===== src/rtl/ittage_write_sched.sv =====
// Write-port scheduler for one ITTAGE bank: buffers update writes in an in-order
// queue and interleaves them with the useful-bit clear sweep in lookup-free cycles.
module ittage_write_sched #(
    parameter int DEPTH  = 4,
    parameter int IDX_W  = 10,
    parameter int DATA_W = 32
) (
    input  logic                     clk,
    input  logic                     rst,
    input  logic                     upd_valid,
    output logic                     upd_ready,
    input  logic [IDX_W-1:0]         upd_idx,
    input  logic [DATA_W-1:0]        upd_data,
    input  logic                     lookup_en,
    input  logic                     reset_u_req,
    output logic                     wr_en,
    output logic [IDX_W-1:0]         wr_idx,
    output logic [DATA_W-1:0]        wr_data,
    output logic                     wr_clear_u,
    output logic                     sweep_busy,
    output logic [$clog2(DEPTH):0]   count
);
    localparam int PTR_W = $clog2(DEPTH);
    localparam int CNT_W = PTR_W + 1;

    typedef enum logic {IDLE, SWEEP} state_t;

    state_t             state_q, state_d;
    logic [PTR_W-1:0]   head_q, head_d, tail_q, tail_d, young_ptr;
    logic [CNT_W-1:0]   count_q, count_d;
    logic [IDX_W-1:0]   sweep_ptr_q, sweep_ptr_d;
    logic               rr_q, rr_d;
    logic [IDX_W-1:0]   idx_mem_q  [DEPTH];
    logic [DATA_W-1:0]  data_mem_q [DEPTH];
    logic               q_nonempty, sweep_act, grant_q, grant_s;
    logic               push, coalesce, alloc;

    assign q_nonempty = (count_q != '0);
    assign sweep_act  = (state_q == SWEEP);
    assign upd_ready  = (count_q < CNT_W'(DEPTH));
    assign sweep_busy = sweep_act;
    assign count      = count_q;

    // rr = 0 gives the sweep priority on the next contended cycle.
    always_comb begin
        grant_q = 1'b0;
        grant_s = 1'b0;
        rr_d    = rr_q;
        if (!lookup_en) begin
            if (q_nonempty && sweep_act) begin
                if (rr_q) grant_q = 1'b1;
                else      grant_s = 1'b1;
                rr_d = ~rr_q;
            end else if (q_nonempty) begin
                grant_q = 1'b1;
            end else if (sweep_act) begin
                grant_s = 1'b1;
            end
        end
    end

    // A push may only merge into the youngest entry if that entry stays resident.
    assign young_ptr = tail_q - PTR_W'(1);
    assign push      = upd_valid & upd_ready;
    assign coalesce  = push && q_nonempty && (idx_mem_q[young_ptr] == upd_idx)
                       && !(grant_q && (count_q == CNT_W'(1)));
    assign alloc     = push & ~coalesce;

    assign tail_d  = alloc   ? tail_q + PTR_W'(1) : tail_q;
    assign head_d  = grant_q ? head_q + PTR_W'(1) : head_q;
    assign count_d = count_q + CNT_W'(alloc) - CNT_W'(grant_q);

    assign wr_en      = grant_q | grant_s;
    assign wr_clear_u = grant_s;
    assign wr_idx     = grant_s ? sweep_ptr_q : idx_mem_q[head_q];
    assign wr_data    = grant_s ? '0 : data_mem_q[head_q];

    always_comb begin
        state_d     = state_q;
        sweep_ptr_d = sweep_ptr_q;
        case (state_q)
            IDLE: begin
                if (reset_u_req) begin
                    state_d     = SWEEP;
                    sweep_ptr_d = '0;
                end
            end
            SWEEP: begin
                if (grant_s) begin
                    sweep_ptr_d = sweep_ptr_q + IDX_W'(1);
                    if (sweep_ptr_q == '1) begin
                        state_d     = IDLE;
                        sweep_ptr_d = '0;
                    end
                end
            end
            default: state_d = IDLE;
        endcase
    end

    always_ff @(posedge clk) begin
        if (rst) begin
            state_q     <= IDLE;
            sweep_ptr_q <= '0;
            rr_q        <= 1'b0;
            head_q      <= '0;
            tail_q      <= '0;
            count_q     <= '0;
        end else begin
            state_q     <= state_d;
            sweep_ptr_q <= sweep_ptr_d;
            rr_q        <= rr_d;
            head_q      <= head_d;
            tail_q      <= tail_d;
            count_q     <= count_d;
        end
    end

    // Storage needs no reset: occupancy is tracked entirely by count_q.
    always_ff @(posedge clk) begin
        if (alloc) begin
            idx_mem_q[tail_q]  <= upd_idx;
            data_mem_q[tail_q] <= upd_data;
        end else if (coalesce) begin
            data_mem_q[young_ptr] <= upd_data;
        end
    end

endmodule


===== config.mk =====
export PLATFORM = sky130hd
export DESIGN_NAME = ittage_write_sched
export DESIGN_NICKNAME = d
export VERILOG_FILES = /design/src/rtl/ittage_write_sched.sv
export SDC_FILE = /design/constraint.sdc
export NUM_CORES = 1
export LEC_CHECK = 0
export ABC_AREA = 1
export CAP_MARGIN = 20
export CORE_ASPECT_RATIO = 0.7
export CORE_UTILIZATION = 35
export DETAILED_ROUTE_END_ITERATION = 10
export HOLD_SLACK_MARGIN = 0.12
export RECOVER_POWER = 50
export SYNTH_ARGS = -nofsm -noshare
export SYNTH_HDL_FRONTEND = slang
export SYNTH_SLANG_ARGS = --single-unit

===== constraint.sdc =====
create_clock -name clk -period 5.6 [get_ports clk]
set_clock_uncertainty 0.2 [all_clocks]
set_input_delay 0.84 -clock clk [delete_from_list [all_inputs] [get_ports clk]]
set_output_delay 0.84 -clock clk [all_outputs]
set_load 0.1 [all_outputs]

==> metrics.txt <==
Detail Route Antenna Nets=0; share of post-route cells with drive strength above 1=0.118; Placement Cell Area=9510 um2; P&R area growth vs syn=21.7%; Initial Utilization=0.362; clock slew at reported path FFs=70 ps; endpoints failing setup=0; cells after synthesis=806; drt wl/cell=16.3 um; Die Ht=131 um; Reg area=5470 um2; Mapped Area=8320 um2; Worst Path Required=5710 ps; die area=24400 um2; worst min-delay path class=flop to flop; Mapped Avg Cell Area=10.3 um2; hold path depth=2; Post-DP HPWL=12600 um; CTS tree=built; Post-synth top flop=edfxtp_1; vias in the first global route=5331; final net count=951; Multi-input gate area=2410 um2; CTS Sinks=189; Final Slew Violations=55; critical path type=flop to flop; VDD IR-drop max=0.000349 V; Async SR Flop Fraction=0; MaxCap Viol Count=1; status=finished with violations; syn_nets=861; RSZ-0062 raised after global routing=no; number of distinct library cells after synthesis=33; via/cell ratio=4.89; initial antenna violation count=2; final wirelength=19900 um; Final Cell Area=10100 um2; worst reg2reg setup slack=980 ps; first-pass GRT wire length=31000 um; worst-skew pair later-pin latency=440 ps; type of origin of the critical path=flop; CTS H-tree depth=4; CP Capture Type=flop; Fill cells=2203; leakage=3.91 nW; DRT iter0 DRCs=553; period utilization=0.825; synthesis-stage register bit count=189; pin count of the biggest net entering global routing=85; CTS Buf Count=17; row cnt=46; Die Width=186 um; CTS root buffer=clkbuf_16; Crit Reg-Reg Endpoint=count[2]; sequential fraction of the synthesis area=0.657; DR vias=5980; # hold bufs at CTS=0; I/O Buffers=95; max_slew headroom=-0.199; PD cells=512 nW/um2; GPL Wtd Cong=0.833; total core area=23000 um2; Pwr Total=5.18 mW; Ys Warns=0; Fmax=0.216 GHz; Max clock buf depth=2; Congestion Overflow GR=0; crit path capture=count[2]; iteration count of the initial detailed-routing pass=5; cells on worst reg2reg path=19; CP Data Arrival Time=4730 ps; setup TNS=0 ps; failing checks=capacitance limit, slew limit; Tightest Pin Transition=1790 ps; I/O pins=96; post-CTS setup buffers=0; count of final hold-check violations=0; maximum fanout along the worst path=25; min Tclk post-route=4620 ps; critical path launch point=tail_q[0]; Critical R2R Launch=tail_q[0]; post-layout util=0.441; GRT Util Overall=0.172; post-cts sizing count=0; DRC=0; EDFF count, synth=168
registers in the layout, indices dropped and copies added, names as in the netlist, named ones only:
register / count
data_mem_q: 128
idx_mem_q: 40
sweep_ptr_q: 10
count: 3
head_q: 2
tail_q: 2
rr_q: 1
sweep_busy: 1
worst min-delay path by stage:
stage / startpoint / to / slack, ps
final: head_q[1] / flop / 270
after global routing: head_q[0] / flop / 310
after CTS: head_q[1] / flop / 270
after detailed placement: head_q[1] / flop / 260
after global placement: head_q[1] / head_q[1] / 250
after floorplan: head_q[1] / flop / 240
cell usage after synthesis (2+ instances only):
cell / number / area share
nor3_1: 9 / 0.0054
nand3b_1: 9 / 0.0081
buf_4: 3 / 0.0027
o21ai_1: 2 / 0.0012
nand2_1: 155 / 0.070
nor2_2: 3 / 0.0023
edfxtp_1: 168 / 0.61
dfxtp_1: 21 / 0.051
a31oi_1: 2 / 0.0015
nor2_1: 113 / 0.051
o22ai_1: 41 / 0.031
o21ai_0: 99 / 0.060
nor2_4: 2 / 0.0027
inv_2: 4 / 0.0018
buf_2: 2 / 0.0012
ha_1: 7 / 0.011
nand2_2: 4 / 0.0030
a21oi_1: 15 / 0.0090
nand3_1: 30 / 0.018
buf_6: 2 / 0.0027
nand3_2: 2 / 0.0024
clkbuf_1: 31 / 0.014
inv_1: 72 / 0.032
cell usage in the layout, fill, tap and decap left out, types with 2 or more instances in the layout:
master,instances
o22ai_1,41
nor2_4,5
nand3_1,30
o21ai_1,2
a21oi_1,15
nand3b_1,9
nand3_2,2
inv_8,3
edfxtp_1,168
nor2_1,110
clkinv_4,3
buf_4,56
dfxtp_1,20
a31oi_1,2
nor3_1,9
clkinv_8,2
o21ai_0,99
nor2_2,3
bufinv_16,2
ha_1,7
clkdlybuf4s50_1,2
inv_6,5
dlygate4sd3_1,49
diode_2,2
nand2_2,3
inv_2,3
nand2_1,156
clkbuf_16,17
inv_1,73
clkbuf_1,2
kinds of logic (layout without fill, tap and decap cells):
kind of cell             Yosys count  after routing  share of synthesized area
buffers and inverters            114            217                     0.0549
adder cells (fa/ha/maj)            8              8                     0.0129
other                              0              2                          0
XOR/XNOR                           1              1                    0.00105
AO/OA/AOI/OAI                    162            162                      0.105
AND/OR/NAND/NOR                  332            332                      0.169
flip-flops                       189            189                      0.657
metrics by stage:
stage                     setup slack [ps]  std cells  hold WS (ps)
after floorplan                        785        806           236
after global placement                1480       1189           254
after detailed placement              1460       1189           261
after CTS                             1440       1221           272
after global routing                   617       1223           312
final                                  980       1223           269
area by class of cell:
class                      instances  area share
sequential                       189       0.540
tap                              312      0.0386
multi-input combinational        503       0.239
clock inverter                    15      0.0194
clock buffer                      17      0.0420
antenna                            2    0.000494
timing repair buffer             109      0.0927
inverter                          76      0.0282
power by group:
group | switching [mW] | internal [mW]
clock network | 0.575 | 0.684
registers | 0.0456 | 1.70
logic | 1.73 | 0.449
per-layer routing:
layer  vias to the layer above  GRT usage  share of wire  wire length, um
met2                       162      0.235           0.40             7970
met1                      2850      0.269           0.53            10600
met3                        14     0.0371          0.058             1150
met4                         0     0.0492         0.0078              155
li1                       2954          -              -                -
met5                         -          0              0                0
critical path: stages (launching register included):
cell and delay [ps]:
dfxtp_1 310, buf_4 280, inv_1 450, ha_1 850, inv_1 400, nand3_1 230
nand2_1 70, nand2_1 90, nand2_1 70, inv_2 40, nand2_1 40, nor2_1 160
nand3_4 120, nand2_4 140, ha_1 130, inv_1 40, ha_1 180, fa_1 390
nor3_1 200, nor3_1 70
(Power assumes the default switching activity.)
